`src/rtl/fpnew_pkg.sv`:
```
// Shared FPnew types used by the divsqrt arbiter: operation, format,
// rounding-mode enumerations and the IEEE status flag struct.
package fpnew_pkg;

    typedef enum logic [2:0] {
        FP32    = 3'd0,
        FP64    = 3'd1,
        FP16    = 3'd2,
        FP8     = 3'd3,
        FP16ALT = 3'd4
    } fp_format_e;

    typedef enum logic [3:0] {
        FMADD  = 4'd0,
        FNMSUB = 4'd1,
        ADD    = 4'd2,
        MUL    = 4'd3,
        DIV    = 4'd4,
        SQRT   = 4'd5,
        SGNJ   = 4'd6,
        MINMAX = 4'd7,
        CMP    = 4'd8,
        CLASSIFY = 4'd9,
        F2F    = 4'd10,
        F2I    = 4'd11,
        I2F    = 4'd12,
        CPKAB  = 4'd13,
        CPKCD  = 4'd14
    } operation_e;

    typedef enum logic [2:0] {
        RNE = 3'b000,
        RTZ = 3'b001,
        RDN = 3'b010,
        RUP = 3'b011,
        RMM = 3'b100,
        DYN = 3'b111
    } roundmode_e;

    typedef struct packed {
        logic NV;
        logic DZ;
        logic OF;
        logic UF;
        logic NX;
    } status_t;

endpackage

```
`src/rtl/fpnew_rr_arb_sel.sv`:
```
// Round-robin selector: first set bit of valid_i starting at prio_i,
// wrapping from NumReq-1 back to 0. Purely combinational.
module fpnew_rr_arb_sel #(
    parameter int unsigned NumReq = 2,
    parameter int unsigned PtrW   = $clog2(NumReq)
) (
    input  logic [NumReq-1:0] valid_i,
    input  logic [PtrW-1:0]   prio_i,
    output logic [PtrW-1:0]   idx_o,
    output logic              any_o
);

    logic            found;
    logic [PtrW-1:0] cand;

    // Scan requesters in rotated order and latch the first valid one.
    always_comb begin
        idx_o = '0;
        found = 1'b0;
        cand  = '0;
        for (int i = 0; i < int'(NumReq); i++) begin
            cand = PtrW'((32'(prio_i) + 32'(i)) % NumReq);
            if (!found && valid_i[cand]) begin
                found = 1'b1;
                idx_o = cand;
            end
        end
        any_o = |valid_i;
    end

endmodule

```
`src/rtl/fpnew_divsqrt_arbiter.sv`:
```
// Shares one divsqrt unit among NumReq requesters. One op in flight at a
// time; issue and response paths are combinational pass-throughs.
//   state | meaning
//   IDLE  | no op outstanding, arbitrating requesters
//   BUSY  | op issued to unit, waiting for its result
module fpnew_divsqrt_arbiter
    import fpnew_pkg::*;
#(
    parameter int unsigned NumReq  = 2,
    parameter int unsigned WIDTH   = 64,
    parameter type         TagType = logic
) (
    input  logic                           clk_i,
    input  logic                           rst_ni,
    input  logic [NumReq-1:0]              req_valid_i,
    output logic [NumReq-1:0]              req_ready_o,
    input  logic [NumReq-1:0][1:0][WIDTH-1:0] req_operands_i,
    input  operation_e                     req_op_i  [NumReq],
    input  fp_format_e                     req_fmt_i [NumReq],
    input  roundmode_e                     req_rnd_i [NumReq],
    input  TagType                         req_tag_i [NumReq],
    output logic                           unit_valid_o,
    input  logic                           unit_ready_i,
    output logic [1:0][WIDTH-1:0]          unit_operands_o,
    output operation_e                     unit_op_o,
    output fp_format_e                     unit_fmt_o,
    output roundmode_e                     unit_rnd_o,
    output TagType                         unit_tag_o,
    input  logic                           unit_out_valid_i,
    output logic                           unit_out_ready_o,
    input  logic [WIDTH-1:0]               unit_result_i,
    input  status_t                        unit_status_i,
    input  TagType                         unit_tag_i,
    output logic [NumReq-1:0]              resp_valid_o,
    input  logic [NumReq-1:0]              resp_ready_i,
    output logic [WIDTH-1:0]               resp_result_o,
    output status_t                        resp_status_o,
    output TagType                         resp_tag_o,
    input  logic                           flush_i,
    output logic                           unit_flush_o,
    output logic                           busy_o
);

    localparam int unsigned PtrW = $clog2(NumReq);

    typedef enum logic {IDLE = 1'b0, BUSY = 1'b1} state_e;

    state_e          state_q, state_d;
    logic [PtrW-1:0] prio_q, prio_d;
    logic [PtrW-1:0] owner_q, owner_d;
    logic [PtrW-1:0] grant;
    logic            any_valid;
    logic            issue_en, resp_en;

    fpnew_rr_arb_sel #(
        .NumReq (NumReq),
        .PtrW   (PtrW)
    ) i_sel (
        .valid_i (req_valid_i),
        .prio_i  (prio_q),
        .idx_o   (grant),
        .any_o   (any_valid)
    );

    // Handshake steering; flush and reset silence both directions.
    always_comb begin
        issue_en         = rst_ni && (state_q == IDLE) && !flush_i;
        resp_en          = rst_ni && (state_q == BUSY) && !flush_i;
        unit_valid_o     = issue_en && any_valid;
        req_ready_o      = '0;
        if (unit_valid_o) req_ready_o[grant] = unit_ready_i;
        resp_valid_o     = '0;
        if (resp_en) resp_valid_o[owner_q] = unit_out_valid_i;
        unit_out_ready_o = resp_en && resp_ready_i[owner_q];
        unit_operands_o  = req_operands_i[grant];
        unit_op_o        = req_op_i[grant];
        unit_fmt_o       = req_fmt_i[grant];
        unit_rnd_o       = req_rnd_i[grant];
        unit_tag_o       = req_tag_i[grant];
        resp_result_o    = unit_result_i;
        resp_status_o    = unit_status_i;
        resp_tag_o       = unit_tag_i;
        unit_flush_o     = flush_i;
        busy_o           = rst_ni && (state_q == BUSY);
    end

    // Next-state: flush wins over any fire in the same cycle.
    always_comb begin
        state_d = state_q;
        prio_d  = prio_q;
        owner_d = owner_q;
        if (flush_i) begin
            state_d = IDLE;
        end else if (state_q == IDLE) begin
            if (unit_valid_o && unit_ready_i) begin
                owner_d = grant;
                prio_d  = (grant == PtrW'(NumReq - 1)) ? '0 : grant + 1'b1;
                state_d = BUSY;
            end
        end else if (unit_out_valid_i && resp_ready_i[owner_q]) begin
            state_d = IDLE;
        end
    end

    // State, pointer and owner registers with synchronous reset.
    always_ff @(posedge clk_i) begin
        if (!rst_ni) begin
            state_q <= IDLE;
            prio_q  <= '0;
            owner_q <= '0;
        end else begin
            state_q <= state_d;
            prio_q  <= prio_d;
            owner_q <= owner_d;
        end
    end

endmodule

```
`config.mk`:
```
export PLATFORM = sky130hd
export DESIGN_NAME = fpnew_divsqrt_arbiter
export DESIGN_NICKNAME = d
export VERILOG_FILES = /design/src/rtl/fpnew_pkg.sv /design/src/rtl/fpnew_rr_arb_sel.sv /design/src/rtl/fpnew_divsqrt_arbiter.sv
export SDC_FILE = /design/constraint.sdc
export NUM_CORES = 1
export LEC_CHECK = 0
export BUFFER_PORTS_ARGS = -buffer_cell sky130_fd_sc_hd__buf_2
export CAP_MARGIN = 40
export CORE_AREA = 2 2 223 225
export CTS_CLUSTER_SIZE = 30
export DETAILED_ROUTE_END_ITERATION = 8
export DIE_AREA = 0 0 225 227
export HOLD_SLACK_MARGIN = 0.02
export MAX_ROUTING_LAYER = met4
export PLACE_DENSITY = 0.37
export SETUP_SLACK_MARGIN = 0.5
export SLEW_MARGIN = 20
export SYNTH_ARGS = -nofsm -noshare
export SYNTH_HDL_FRONTEND = slang
export SYNTH_SLANG_ARGS = --single-unit
```
`constraint.sdc`:
```
create_clock -name clk_i -period 3.04 [get_ports clk_i]
set_input_delay 0.304 -clock clk_i [delete_from_list [all_inputs] [get_ports clk_i]]
set_output_delay 0.304 -clock clk_i [all_outputs]
set_load 0.005 [all_outputs]
```
* Word-level counts from Yosys, hierarchy flattened
Index checks and enable logic that the tools add are counted.
** Word-level totals
- Register bits :: 3
- Input port bits :: 357
- Word-level logic and storage cells :: 67
- Output and inout port bits :: 217
** Cells by class
- Reductions and logical operators :: 16
- $lt $le $gt $ge :: 7
- Multiplexer cells :: 33
- Add/sub/neg operators :: 2
- Bitwise logic cells :: 6
** Operators with widths (count)
- 128-bit two-way mux :: 2
- 1-bit two-way mux :: 18
- 3-bit two-way mux :: 6
- 4-bit two-way mux :: 3
- 1-bit logical AND :: 11
- 1-bit by 2-bit < comparator with 1-bit output, second input constant :: 4
- 2-bit AND :: 2
- 2-bit two-way mux :: 2
- 2-bit OR reduction :: 2
- 1-bit inverter :: 3
- 3-bit AND reduction :: 1
- 1-bit adder, second input constant :: 2
- 1-bit demux with 1-bit select :: 2
- 1-bit greater-or-equal comparator, second input constant :: 2
- 2-bit greater-or-equal comparator, second input constant :: 1
- 1-bit logical NOT :: 2
- 1-bit inverter with 2-bit output :: 1

* Depth between registers and ports, before layout
- Word-level depth :: 12
- Gate-level depth with buffers :: 5
- Depth with buffers taken out :: 3

* Cells and area by module
A second synthesis with hierarchy kept.
** Unflattened totals
- Cells, all modules :: 249
- Area total of the unflattened synthesis :: 2717.6 um^2
** By module, submodules not included
- fpnew_divsqrt_arbiter :: cells an instance 246, sequential area each 60.1 um^2, instances 1, area each 2700.1 um^2
- fpnew_rr_arb_sel :: cells an instance 3, sequential area each 0.0 um^2, instances 1, area each 17.5 um^2

* Worst setup path after synthesis
Ideal clock, no wire load.
- Path type :: register to output
- Start :: reg prio_q
- End :: out unit_op_o[0]
- Arrival time :: 1202 ps
- Stages on the path, launching flop included :: 5
- Data required time :: 2736 ps
- Buffers on the path :: 2
- Slack :: 1534 ps
- Cells stage by stage :: dfxtp_1 > o21ai_4 > buf_12 > buf_12 > mux2_4
** Between the ends
- Cells in the longest elaborated chain, start to end :: 10
** RTL lines
- start, declared :: line fpnew_divsqrt_arbiter.sv:49 : logic [PtrW-1:0] prio_q, prio_d;
- start signal, assigned :: line fpnew_divsqrt_arbiter.sv:113 : prio_q <= prio_d;
- 1-bit two-way mux (not written as such) (2 in series) :: line fpnew_rr_arb_sel.sv:23 : if (!found && valid_i[cand]) begin
- 1-bit two-way mux :: line fpnew_rr_arb_sel.sv:23
- 1-bit logical NOT :: line fpnew_rr_arb_sel.sv:23
- 1-bit logical AND :: line fpnew_rr_arb_sel.sv:23
- 1-bit two-way mux * :: line fpnew_rr_arb_sel.sv:23
- 1-bit inverter with 2-bit output (not written as such) * :: line fpnew_divsqrt_arbiter.sv:76 : unit_op_o = req_op_i[grant];
- 4-bit two-way mux (not written as such) * (3 in series) :: line fpnew_divsqrt_arbiter.sv:76
- end, declared :: line fpnew_divsqrt_arbiter.sv:25 : output operation_e unit_op_o,
Mark *: on every way between the ends. The rest lies on a longest branch, timed or not. The select of a mux whose other input is x is not followed.

==> flow_summary.yaml <==
worst_setup_path:
  r2r-end: "owner_q"
  critPathLaunch: "prio_q"
  reg2reg_from: "state_q"
  worstPathMaxFanout: 65
  reg2reg_slack_ns: 1.80
  worstPathRequired_ns: 2.74
  r2r_cells: 3
  critPathCaptureType: "primary output"
  cp_data_arrival_time_ns: 1.83
  crit_type: "reg2out"
  start_kind: "register"
clock_network:
  htree_levels: 1
  clk_latency_ns: 0.22
  cts_buffer_depth: 2
  cts_resized: 0
  cts.sink_count: 3
  cts_tree: "done"
  cts_buffers: 3
  postCtsSetupBuffers: 0
  cts_root_buf: "clkbuf_16"
  hold_buffers: 0
  clk_pin_slew_ns: 0.03
floorplanning:
  initial_core_util_pct: 6.18
  io_pins: 574
  chipHeight_um: 227
  rows: 81
  die_area_um2: 51100
  die_x_um: 225
  core_um2: 48500
power_and_ir_drop:
  peakVddDrop_uv: 213
  p_leak_nw: 2.95
  power.density_nw_per_um2: 181
  p_total_w: 0.000957
route:
  vias: 3331
  ant_nets: 0
  initialDrtViolationCount: 54
  vias_per_cell: 2.71
  finalWirelength_um: 15500
  wl_per_cell_um: 12.6
  drc: 0
  first_pass_iters: 4
timing:
  setup_viol: 0
  worst_pin_slew_ns: 0.605
  period_minus_slack_ns: 2.13
  finalSetupTns_ns: 0
  fin_ws_ns: 0.909
  hold_viol: 0
  relSlewSlack_pct: 59.6
  rsz0062_at_grt: "false"
  drv_slew: 0
  clock-skew-final_ns: 0.000375
  fin_crit_sh_pct: 70.1
  fmax_ghz: 0.469
yosys:
  synth_warnings: 0
  synth_area_per_cell_um2: 11.9
  yosysSeqAreaShare_pct: 2.00
  ys_types: 22
  ys_async_sr_fraction_pct: 0
  synthDominantCellAreaShare_pct: 55.0
  synthTopCellsByCount: "mux2_4 (110), buf_4 (73), mux2_2 (30), buf_12 (11)"
  synth_area_leaders: "mux2_4 (55%), buf_4 (18%), mux2_2 (11%)"
  syn_nets: 610
  syn-cell-area_um2: 3000
  synth_edf_count: 0
  yosysMostFrequentCell: "mux2_4"
  ys_ff_latch: 3
  yosysTopAreaCell: "mux2_4"
  synth_top_flop_cell: "dfxtp_1"
  netlist_instances: 253
global_route:
  grt_max_degree: 75
  grt-ovfl-total: 0
  grt_pass1_vias: 3109
  track_usage_pct: 5.17
  antenna_found_initial: 2
  grt_pass1_wl_um: 19200
run:
  drv_cap: 0
placement:
  io_buffers: 433
  gp_congestion: 0.694
  pre_cts_ws_ns: 0.958
  dp_hpwl_um: 13700
  dpl-instance-area_um2: 5190
finish:
  fillCellCount: 5608
  nets: 964
  final_area_um2: 5280
  area_delta_synth_final_pct: 75.8
  drive_gt1_share_pct: 95.7
min_path:
  hp-start: "unit_out_valid_i"
  holdPathStages: 2
  min_to: "state_q"
  hold_path.class: "in2reg"
status:
  outcome: "finished, final reports clean"
[kinds of logic (layout without fill, tap and decap cells)]
kind of cell | Yosys count | in the layout | share of synthesized area (%)
multiplexers | 140 | 140 | 66.3
buffers and inverters | 89 | 442 | 26.9
AND/OR/NAND/NOR | 12 | 12 | 2.38
AO/OA/AOI/OAI | 9 | 9 | 2.46
flip-flops | 3 | 3 | 2.00
other | 0 | 2 | 0
[layer usage]
metal  share of wire (%)  GRT usage (%)  vias up
met5                   0              -        -
met4                 1.2           1.07        0
met3                  16           3.01        8
met2                  46           8.26      341
met1                  37           5.54     1441
li1                    -              -     1541
[area by class of cell]
| class | instances | area, um^2 | area share, % |
|---|---|---|---|
| antenna | 2 | 5.00 | 0.0949 |
| clock buffer | 4 | 78.8 | 1.49 |
| inverter | 3 | 11.3 | 0.213 |
| multi-input combinational | 161 | 2130 | 40.5 |
| sequential | 3 | 60.1 | 1.14 |
| tap | 622 | 778 | 14.8 |
| timing repair buffer | 435 | 2210 | 41.8 |
[critical path, stage by stage (launching register included)]
cell,delay [ns]
dfxtp_1,0.35
o21ai_4,0.23
buf_12,0.33
mux2_2,0.44
buf_2,0.14
[state kept, by name, summed over array words and instances (netlist names)]
register and cells:
owner_q 1, prio_q 1, state_q 1
[stage by stage]
step	util (%)	std cells	hold WS (ns)
finish	10.9	1230	0.303
global route	10.9	1230	0.318
CTS	10.9	1228	0.303
detailed placement	10.7	1224	0.537
global placement	10.7	1224	0.535
floorplan	-	253	0.415
[cells in the final DEF (no fill, tap or decap)]
cell       synthesis  routed
and4bb_1           1       1
mux2_4           110     110
buf_2              0     433
nor3_1             3       3
dfxtp_1            3       3
clkbuf_16          0       3
nand2b_1           1       1
a21oi_1            2       2
inv_2              1       1
inv_1              2       2
and2_1             2       2
diode_2            0       2
buf_12            11       2
clkbuf_1           0       1
a311oi_1           2       2
o21ai_0            1       1
and4b_1            1       1
a32o_1             1       1
nor2_1             2       2
mux2_2            30      30
nand2_1            2       2
o21ai_4            1       1
o21a_1             2       2
[how the worst max path moves through the flow]
stage | endpoint | slack (ns) | cells after the start
5_1_grt | unit_operands_o[117] | 0.79 | 4
3_3_place_gp | unit_operands_o[117] | 0.95 | 6
6_report | unit_operands_o[114] | 0.91 | 4
2_1_floorplan | unit_op_o[0] | 1.53 | 4
3_5_place_dp | unit_operands_o[117] | 0.96 | 6
4_1_cts | unit_operands_o[117] | 0.84 | 4
[report_power, final]
group          switching, W  leakage [nW]  internal (W)   total, W
Combinational      0.000254          2.89      0.000449   0.000703
Clock             0.0000371        0.0382      0.000173   0.000210
Sequential       0.00000228        0.0244     0.0000413  0.0000435
Note: power is estimated with default switching activity, not from simulation.
